--- src/rtl/rv32_mem_pkg.sv ---
// Shared definitions for the RV32 MEM-stage load/store path: funct3 access
// encodings, load/store FSM state encoding and the misalignment rule.
package rv32_mem_pkg;

    localparam logic [2:0] F3_LB  = 3'b000;
    localparam logic [2:0] F3_LH  = 3'b001;
    localparam logic [2:0] F3_LW  = 3'b010;
    localparam logic [2:0] F3_LBU = 3'b100;
    localparam logic [2:0] F3_LHU = 3'b101;

    typedef enum logic [1:0] {
        ST_IDLE   = 2'd0,
        ST_ACCESS = 2'd1,
        ST_DONE   = 2'd2
    } state_t;

    // funct3[1:0]: 00 byte, 01 half, anything else is a word access.
    function automatic logic is_misaligned(input logic [2:0] funct3, input logic [1:0] addr);
        logic half_acc;
        logic word_acc;
        half_acc = (funct3[1:0] == 2'b01);
        word_acc = funct3[1];
        return (half_acc && addr[0]) || (word_acc && (addr != 2'b00));
    endfunction

endpackage

--- src/rtl/load_formatter.sv ---
// Combinational load-data formatter: selects the byte/half lane from a memory
// word and sign- or zero-extends it. Undefined funct3 values return the word.
module load_formatter
    import rv32_mem_pkg::*;
(
    input  logic [31:0] rdata_i,
    input  logic [1:0]  addr_i,
    input  logic [2:0]  funct3_i,
    output logic [31:0] result_o
);

    logic [7:0]  byte_lane;
    logic [15:0] half_lane;

    assign byte_lane = rdata_i[{addr_i, 3'b000} +: 8];
    assign half_lane = addr_i[1] ? rdata_i[31:16] : rdata_i[15:0];

    always_comb begin
        case (funct3_i)
            F3_LB:   result_o = {{24{byte_lane[7]}}, byte_lane};
            F3_LH:   result_o = {{16{half_lane[15]}}, half_lane};
            F3_LBU:  result_o = {24'h000000, byte_lane};
            F3_LHU:  result_o = {16'h0000, half_lane};
            default: result_o = rdata_i;
        endcase
    end

endmodule

--- src/rtl/mem_access_unit.sv ---
// MEM-stage load/store unit: issues one word-aligned memory request per
// instruction and stalls the pipeline until it completes. Optional feature
// macro: MEM_ACCESS_MISALIGN_TRAP_EN (adds misalign_fault output).
module mem_access_unit
    import rv32_mem_pkg::*;
(
    input  logic        clk,
    input  logic        rst,
    input  logic        mem_read_in,
    input  logic        mem_write_in,
    input  logic [2:0]  funct3_in,
    input  logic [31:0] addr_in,
    input  logic [31:0] store_data_in,
    input  logic        mem_ready,
    input  logic [31:0] mem_rdata,
    output logic        mem_rd,
    output logic        mem_wr,
    output logic [31:0] mem_addr,
    output logic [31:0] mem_wdata,
    output logic [3:0]  mem_byteen,
    output logic [31:0] load_data_out,
`ifdef MEM_ACCESS_MISALIGN_TRAP_EN
    output logic        misalign_fault,
`endif
    output logic [1:0]  dbg_state,
    output logic        busywait
);

    // Handshake: mem_rd/mem_wr act as request-valid and stay asserted with
    // address/data/byteen stable until the memory answers with mem_ready=1;
    // the request is retired on the edge where both are high.
    state_t      state_q, state_d;
    logic        mem_rd_q, mem_rd_d;
    logic        mem_wr_q, mem_wr_d;
    logic [31:0] addr_q, addr_d;
    logic [31:0] wdata_q, wdata_d;
    logic [3:0]  byteen_q, byteen_d;
    logic [31:0] load_q, load_d;
    logic [31:0] fmt_data;
    logic        req;
    logic        misalign;

    assign req = mem_read_in | mem_write_in;

`ifdef MEM_ACCESS_MISALIGN_TRAP_EN
    logic fault_q, fault_d;
    assign misalign       = is_misaligned(funct3_in, addr_in[1:0]);
    assign misalign_fault = fault_q;
`else
    assign misalign = 1'b0;
`endif

    load_formatter u_fmt (
        .rdata_i  (mem_rdata),
        .addr_i   (addr_in[1:0]),
        .funct3_i (funct3_in),
        .result_o (fmt_data)
    );

    always_ff @(posedge clk or posedge rst) begin
        if (rst) begin
            state_q  <= ST_IDLE;
            mem_rd_q <= 1'b0;
            mem_wr_q <= 1'b0;
            addr_q   <= 32'h0;
            wdata_q  <= 32'h0;
            byteen_q <= 4'h0;
            load_q   <= 32'h0;
`ifdef MEM_ACCESS_MISALIGN_TRAP_EN
            fault_q  <= 1'b0;
`endif
        end else begin
            state_q  <= state_d;
            mem_rd_q <= mem_rd_d;
            mem_wr_q <= mem_wr_d;
            addr_q   <= addr_d;
            wdata_q  <= wdata_d;
            byteen_q <= byteen_d;
            load_q   <= load_d;
`ifdef MEM_ACCESS_MISALIGN_TRAP_EN
            fault_q  <= fault_d;
`endif
        end
    end

    always_comb begin
        state_d = state_q;
        case (state_q)
            ST_IDLE:   if (req) state_d = misalign ? ST_DONE : ST_ACCESS;
            ST_ACCESS: if (mem_ready) state_d = ST_DONE;
            ST_DONE:   state_d = ST_IDLE;
            default:   state_d = ST_IDLE;
        endcase
    end

    always_comb begin
        busywait = ((state_q == ST_IDLE) && req) || (state_q == ST_ACCESS);
        mem_rd_d = 1'b0;
        mem_wr_d = 1'b0;
        addr_d   = addr_q;
        wdata_d  = wdata_q;
        byteen_d = byteen_q;
        load_d   = load_q;
`ifdef MEM_ACCESS_MISALIGN_TRAP_EN
        fault_d  = (state_q == ST_IDLE) && (state_d == ST_DONE);
`endif
        if ((state_q == ST_IDLE) && (state_d == ST_ACCESS)) begin
            mem_rd_d = mem_read_in & ~mem_write_in;
            mem_wr_d = mem_write_in;
            addr_d   = {addr_in[31:2], 2'b00};
            byteen_d = 4'b1111;
            if (mem_write_in) begin
                case (funct3_in[1:0])
                    2'b00: begin
                        wdata_d  = {4{store_data_in[7:0]}};
                        byteen_d = 4'b0001 << addr_in[1:0];
                    end
                    2'b01: begin
                        wdata_d  = {2{store_data_in[15:0]}};
                        byteen_d = 4'b0011 << {addr_in[1], 1'b0};
                    end
                    default: wdata_d = store_data_in;
                endcase
            end
        end
        if ((state_q == ST_ACCESS) && !mem_ready) begin
            mem_rd_d = mem_rd_q;
            mem_wr_d = mem_wr_q;
        end
        if ((state_q == ST_ACCESS) && mem_ready && mem_rd_q) begin
            load_d = fmt_data;
        end
    end

    assign mem_rd        = mem_rd_q;
    assign mem_wr        = mem_wr_q;
    assign mem_addr      = addr_q;
    assign mem_wdata     = wdata_q;
    assign mem_byteen    = byteen_q;
    assign load_data_out = load_q;
    assign dbg_state     = state_q;

endmodule

--- config.mk ---
export PLATFORM = sky130hd
export DESIGN_NAME = mem_access_unit
export DESIGN_NICKNAME = d
export VERILOG_FILES = /design/src/rtl/rv32_mem_pkg.sv /design/src/rtl/load_formatter.sv /design/src/rtl/mem_access_unit.sv
export SDC_FILE = /design/constraint.sdc
export NUM_CORES = 1
export LEC_CHECK = 0
export CAP_MARGIN = 20
export CORE_ASPECT_RATIO = 0.75
export CORE_MARGIN = 2
export CORE_UTILIZATION = 30
export CTS_CLUSTER_DIAMETER = 80
export DETAILED_ROUTE_END_ITERATION = 16
export PLACE_DENSITY = 0.7
export SLEW_MARGIN = 20
export SYNTH_ARGS = -nofsm -noshare
export SYNTH_HDL_FRONTEND = slang
export SYNTH_SLANG_ARGS = --single-unit
--- constraint.sdc ---
create_clock -name clk -period 3.7 [get_ports clk]
set_clock_uncertainty 0.2 [all_clocks]
set_input_delay 0.74 -clock clk [delete_from_list [all_inputs] [get_ports clk]]
set_output_delay 0.74 -clock clk [all_outputs]
set_load 0.02 [all_outputs]
# ---- Word-level counts from Yosys, hierarchy flattened
# Cells that the tools add are included.
# Widths: inputs -> output; s select.
dict set report classes {
  shift 3
  n_mux 10
  bitwise 3
  reduce_logical 11
  eq_ne 6
}
# operator count
set op_table {}
lappend op_table {{$pmux 32 s4} 1}
lappend op_table {{$pmux 32 s2} 1}
lappend op_table {{$shiftx 32x6->8} 1}
lappend op_table {{$mux 16} 1}
lappend op_table {{$pmux 4 s2} 1}
lappend op_table {{$eq 2x1->1 const B} 3}
lappend op_table {{$eq 3x3->1 const B} 2}
lappend op_table {{$logic_and 1x1->1} 5}
lappend op_table {{$logic_not 2->1} 2}
lappend op_table {{$mux 2} 2}
lappend op_table {{$mux 4} 1}
lappend op_table {{$pmux 2 s2} 1}
lappend op_table {{$shl 1x2->4 const A} 1}
lappend op_table {{$shl 2x2->4 const A} 1}
lappend op_table {{$eq 3x1->1 const B} 1}
lappend op_table {{$logic_not 3->1} 1}
lappend op_table {{$mux 1} 2}
lappend op_table {{$reduce_and 2->1} 1}
lappend op_table {{$and 1x1->1} 1}
lappend op_table {{$logic_not 1->1} 1}
lappend op_table {{$logic_or 1x1->1} 1}
lappend op_table {{$not 1->1} 1}
lappend op_table {{$or 1x1->1} 1}
dict set report word_totals {
  elab_cells 40
  output_inout_bits 105
  regBits 102
  inputBits 104
}

# ---- Depth between registers and ports, before layout
# Gate-level depths: netlist of run 1.
dict set report logic_depth {
  ltp_word 6
  depth_mapped 6
  ltp_nobuf 4
}

# ---- Cells and area by module
# Synthesis of run 1 repeated with hierarchy kept, for this count alone.
dict set report unflattened {
  hier_cells 437
  hier_area_um2 4963.5
}
# mod area_each_um2 cells_per_inst seq_area_each_um2 instances
set modules_own_cells {}
lappend modules_own_cells {mem_access_unit 4202.8 319 2552.4 1}
lappend modules_own_cells {load_formatter 760.7 118 0.0 1}

# ---- Least setup slack after synthesis of run 1
# No wires, ideal clock.
dict set report synth_path {
  path_type {input port to output port}
  startpoint {input mem_read_in}
  endpoint {output busywait}
  n_path_buf 2
  stages 4
  path_slack_ns 1.297
  arrival_ns 1.463
  cell_sequence {o21a_1 -> buf_2 -> buf_2 -> nand2b_1}
}
dict set report synth_between {
  elab_chain_len 3
}
# item line
set synth_lines {}
lappend synth_lines {{start: declaration} mem_access_unit.sv:9} ;# input logic mem_read_in,
lappend synth_lines {{$or 1x1->1} mem_access_unit.sv:43} ;# assign req = mem_read_in | mem_write_in;
lappend synth_lines {{$logic_and 1x1->1} mem_access_unit.sv:97} ;# busywait = ((state_q == ST_IDLE) && req) || (state_q == ST_ACCESS);
lappend synth_lines {{$logic_or 1x1->1} mem_access_unit.sv:97}
lappend synth_lines {{end: declaration} mem_access_unit.sv:26} ;# output logic busywait
# Every way passes these cells.

# ---- Final worst setup path of run 1
dict set report layout_path {
  startpoint {input mem_write_in}
  endpoint {output busywait}
}
dict set report layout_between {
  elab_chain_len 3
}
# item line
set layout_lines {}
lappend layout_lines {{start: declaration} mem_access_unit.sv:10} ;# input logic mem_write_in,
lappend layout_lines {{$or 1x1->1} mem_access_unit.sv:43}
lappend layout_lines {{$logic_and 1x1->1} mem_access_unit.sv:97}
lappend layout_lines {{$logic_or 1x1->1} mem_access_unit.sv:97}
# Every way passes these cells.

==> results.md, run 1 <==
- Pin count of the biggest net entering global routing: 61
- H-tree levels: 3
- Seq/Total Area, Yosys: 52.1%
- Leak Pwr: 3.13 nW
- Tcrit/Tclk final: 83.6%
- Diode count: 0
- Worst skew pair latency: 0.33 ns
- Syn-to-layout area delta: 50.5%
- Tmin final: 3.09 ns
- DR vias: 4272
- Number of synthesized flops with an enable pin: 0
- Core area: 0.0160 mm2
- Number of global-route vias before repair: 4392
- Final cell count without fillers: 873
- Global-route wire length before repair: 23600 um
- Worst-path clk slew: 0.07 ns
- Detailed Route Iter0 Violations: 247
- Total CTS buffers: 9
- Synth cell types: 38
- Max-cap violations: 0
- RSZ-0062 raised after global routing: false
- Die W: 152 um
- Post-DP HPWL: 11200 um
- Tightest Hold Check Type: flip-flop to flip-flop
- Gate count after technology mapping: 472
- Share of synthesized registers carrying an async set or reset: 100%
- Final instance area: 0.00737 mm2
- Commonest cells in the netlist: dfrtp_1, nand2_1, mux2_2
- Ys flop type: dfrtp_1
- TritonCTS clock tree: built
- Hold buffer count at cts: 0
- Relative slew slack: 40.0%
- Placed instance area: 0.00709 mm2
- Final Setup Violations: 0
- Crit end category: primary output
- Layout cell share with drive strength beyond 1: 11.9%
- # Post-CTS Setup Buffers: 0
- Leading area contributor after synthesis: dfrtp_1
- RePlAce Congestion: 0.853
- Worst Setup Start Kind: input pin
- Number of antenna violations at the first check in global routing: 0
- Critical path arrival: 2.15 ns
- FMAX: 323 MHz
- Worst Tran Pin Value: 0.897 ns
- Post-route setup TNS: 0 ns
- CP Max Fanout: 5
- Crit path kind: input pin to primary output
- Outcome: finished, final reports clean
- Tot Pwr: 5.71 mW
- Die extent in y: 115 um
- Final nets: 762
- Router iterations before antenna repair: 4
- Cells resized by post-CTS repair: 0
- Power Dens Cells: 775 mW/mm2
- Critical Path RT: 2.76 ns
- Gr usage total: 17.5%
- I/O Pins: 209
- Routed WL: 15100 um
- Syn Std Cell Area: 0.00490 mm2
- Fill cell count: 1487
- Port Buffers: 206
- Top post-synthesis cells by area: dfrtp_1, mux2_2, nand2_1
- Share of the synthesized area in the top cell type: 52.1%
- Top-count cell post-synth: dfrtp_1
- Clock sink count: 102
- Clk buf depth: 2
- Cell count after placement: 857
- Peak supply drop: 0.549 mV
- Ys Warns: 0
- Syn_area_per_cell: 10.4 um2
- Post-synthesis sequential element count: 102
- FP Rows: 40
- Die Footprint: 0.0174 mm2
- Via density: 4.89
- Initial Util: 30.6%
- Global route overflow: 0
- Endpoints failing hold: 0
- Root buffer cell: clkbuf_16
- DRT antenna net count: 0
- Residual DRC: 0
- Slew Limit Fails: 0
- Drt wl/cell: 17.3 um
-- worst paths after layout --
| kind | from | depth (start not counted) | to | slack, ns |
|---|---|---|---|---|
| max in group asynchronous | rst | 3 | mem_addr[15] | 1.94 |
| min reg2reg | mem_wdata[14] | 2 | mem_wdata[14] | 0.28 |
| min in group asynchronous | rst | 2 | mem_addr[2] | 0.60 |
| max | mem_write_in | 4 | busywait | 0.61 |
| min | mem_wdata[14] | 2 | mem_wdata[14] | 0.28 |
| max reg2reg | dbg_state[1] | 4 | load_data_out[6] | 1.68 |
-- layout make-up --
type,instances,area [um2],area share [%]
clock buffers,9,225,3.06
clock inverters,7,56.3,0.764
inverters,9,36.3,0.492
multi-input cells,324,2130,28.9
flip-flops and latches,102,2550,34.6
well taps,210,263,3.57
repair buffers,212,2110,28.6
-- registers in the layout, indices dropped and copies added, names as in the netlist --
register,cells
mem_wr,1
mem_wdata,32
mem_rd,1
mem_byteen,4
dbg_state,2
load_data_out,32
mem_addr,30
-- layout by cell type (no fill, tap or decap), types with 5 or more instances in the layout --
cell / synthesis / layout
clkdlybuf4s50_1: 0 / 204
dfrtp_1: 102 / 102
nand2_1: 75 / 74
mux2_2: 37 / 37
o21ai_0: 33 / 33
nor2_1: 26 / 26
mux2i_1: 25 / 25
a21oi_1: 24 / 24
nand3_1: 22 / 22
nand3_2: 10 / 10
clkbuf_16: 0 / 9
inv_1: 9 / 8
nand3b_1: 8 / 8
nor3_1: 7 / 7
nor4bb_1: 7 / 7
nor4b_1: 7 / 7
a311oi_1: 7 / 7
o22ai_1: 7 / 7
buf_4: 5 / 5
-- critical path, cell delays in order --
cell	delay, ns
clkdlybuf4s50_1	0.55
o21a_1	0.15
nand2b_1	0.11
clkdlybuf4s50_1	0.60
-- stage by stage --
stage	hold WS, ns	util (%)	setup slack (ns)
6_report	0.284	46.0	0.606
3_5_place_dp	0.270	44.3	0.617
2_1_floorplan	0.388	-	0.0845
4_1_cts	0.286	46.0	0.604
5_1_grt	0.312	46.0	0.538
3_3_place_gp	0.261	44.3	0.627
-- kinds of logic (layout without fill, tap and decap cells) --
family	after synthesis	after routing	share of synthesized area, %
DFF	102	102	52.1
other	1	2	0.0766
muxes	64	64	14.5
AOI/OAI and AO/OA	79	79	9.30
buffers and inverters	47	237	4.60
and+or+nand+nor	179	179	19.4
-- report_power, final --
part           total (mW)  switching, mW  internal, mW
logic                2.85           1.45          1.40
clock network       0.910          0.445         0.465
registers            1.95          0.307          1.64
total                5.71           2.20          3.51
-- metal layers --
| layer | share of wire, % | track usage, % | vias to the layer above |
|---|---|---|---|
| met5 | 0 | 0 | - |
| met4 | 1.8 | 5.37 | 0 |
| met3 | 7.8 | 5.78 | 20 |
| met2 | 46 | 26.7 | 151 |
| met1 | 44 | 23.7 | 2086 |
| li1 | - | - | 2015 |
Power figures use the tool's default switching activity.
==> run 2: changes to the inputs <==
clock period = 2.8 ns   (was 3.7 ns; I/O delays follow)
==> run 2 against run 1 <==
Effect of this change:
- critical path depth stayed put
- register-to-register slack got worse by 0.85 ns
- die area did not move
- routed wire length rose by 1.1%
- via count grew 0.66%
- critical path type is now flip-flop to primary output
- hold slack got worse by 0.0063 ns
- total power is 36% higher
- sequential power up 33%
- sequential share of layout area shrank 0.57 points
- design area increased by 1.7%
- worst setup slack got worse by 0.47 ns
==> results.md, run 2 (same netlist as run 1, synthesis figures left out) <==
- Relative slew slack: 60.4%
- Endpoints failing hold: 0
- Peak supply drop: 0.642 mV
- Clock sink count: 102
- Gr usage total: 17.9%
- Clk buf depth: 2
- RePlAce Congestion: 0.875
- I/O Pins: 209
- Core area: 0.0160 mm2
- Syn-to-layout area delta: 53.0%
- Worst Tran Pin Value: 0.595 ns
- Switching part of the total power: 37.6%
- Number of antenna violations at the first check in global routing: 0
- Tmin final: 2.67 ns
- Internal: 4.83 mW
- Die W: 152 um
- Initial Util: 30.6%
- Post-route setup TNS: 0 ns
- Tightest Hold Check Type: flip-flop to flip-flop
- Grt met1 use: 24.1%
- Crit path kind: flip-flop to primary output
- TritonCTS clock tree: built
- Via density: 4.88
- Final cell count without fillers: 882
- FP Rows: 40
- Critical Path RT: 2.04 ns
- Power Dens Cells: 1030 mW/mm2
- Worst-path clk slew: 0.07 ns
- Final nets: 771
- Clock network fraction of design power: 17.6%
- Max-cap violations: 0
- RSZ-0062 raised after global routing: false
- Critical path arrival: 1.91 ns
- Busiest grt layer: met2
- Layout cell share with drive strength beyond 1: 13.2%
- Comb power frac: 48.9%
- Setup ws final: 0.131 ns
- Crit end category: primary output
- FMAX: 375 MHz
- Most frequent cells in the layout: clkdlybuf4s50_1, dfrtp_1, nand2_1, mux2_2, o21ai_0
- CP Max Fanout: 8
- Slew Limit Fails: 0
- H-tree levels: 3
- Post-DP HPWL: 11500 um
- Met3 GRT Util: 5.94%
- Cell count after placement: 866
- Total CTS buffers: 9
- Worst Setup Start Kind: flip-flop
- Routed WL: 15300 um
- GRT met2 Usage: 27.1%
- Place WS: 0.163 ns
- Leading cell type in the layout, fill and taps excluded: clkdlybuf4s50_1
- Number of global-route vias before repair: 4428
- Pin count of the biggest net entering global routing: 58
- Router iterations before antenna repair: 4
- Sequential power share: 33.5%
- Outcome: finished, final reports clean
- Fin util: 46.8%
- Tcrit/Tclk final: 95.3%
- Residual DRC: 0
- Global route overflow: 0
- Leak Pwr: 3.20 nW
- P_sw: 2.91 mW
- Global-route wire length before repair: 23900 um
- Diode count: 0
- Final instance area: 0.00749 mm2
- Placed instance area: 0.00717 mm2
- Port Buffers: 206
- Fill cell count: 1493
- Die extent in y: 115 um
- Final Setup Violations: 0
- Detailed Route Iter0 Violations: 213
- DR vias: 4300
- Die Footprint: 0.0174 mm2
- Worst skew pair latency: 0.35 ns
- Drt wl/cell: 17.4 um
- # Post-CTS Setup Buffers: 0
- Root buffer cell: clkbuf_16
- DRT antenna net count: 0
[run 2: power by group through the flow]
| stage | sequential (mW) | clock [mW] | combinational, mW |
|---|---|---|---|
| 5_1_grt | 2.68 | 1.47 | 4.06 |
| 4_1_cts | 2.60 | 1.40 | 3.84 |
| 2_1_floorplan | 3.41 | 0 | 1.05 |
| 6_report | 2.59 | 1.36 | 3.79 |
| 3_3_place_gp | 2.57 | 0 | 3.77 |
| 3_5_place_dp | 2.61 | 0 | 3.83 |
[run 2: layout make-up]
type | instances | area [um2] | area share, %
clock buffers | 9 | 225 | 3.01
clock inverters | 7 | 95.1 | 1.27
inverters | 9 | 37.5 | 0.501
multi-input cells | 324 | 2130 | 28.4
flip-flops and latches | 102 | 2550 | 34.1
well taps | 210 | 263 | 3.51
repair buffers | 221 | 2190 | 29.2
[run 2: worst max-delay path: stages (launching register included)]
cell             delay, ns
dfrtp_1               0.48
nor2_2                0.22
o21a_1                0.16
nand2b_1              0.10
clkdlybuf4s50_1       0.60
[run 2: worst paths after layout]
path | slack, ns | cells after the start | to | from
worst min-delay path | 0.28 | 2 | mem_wdata[1] | mem_wdata[1]
max in group asynchronous | 1.41 | 3 | mem_wdata[19] | rst
min in group asynchronous | 0.44 | 3 | dbg_state[1] | rst
worst max-delay path | 0.13 | 4 | busywait | dbg_state[0]
worst min register to register | 0.28 | 2 | mem_wdata[1] | mem_wdata[1]
worst max register to register | 0.83 | 4 | mem_addr[25] | dbg_state[0]
[run 2: through the flow]
stage / hold slack, ns / total power, mW
after floorplan: 0.388 / 4.46
after global placement: 0.260 / 6.34
after detailed placement: 0.269 / 6.44
after CTS: 0.285 / 7.83
after global routing: 0.297 / 8.21
final: 0.278 / 7.74
[run 2: timing repair]
action / 4_1_cts / 5_1_grt
endpoints found under the setup margin: 0 / 1
endpoints found under the hold margin: 0 / 0
gates resized for setup: 0 / 1
hold buffers: 0 / 0
[run 2: metal layers]
metal | part of all wire [%] | wire, um
met5 | 0 | 0
met3 | 8.2 | 1250
met2 | 45 | 6900
met4 | 1.7 | 264
met1 | 45 | 6890
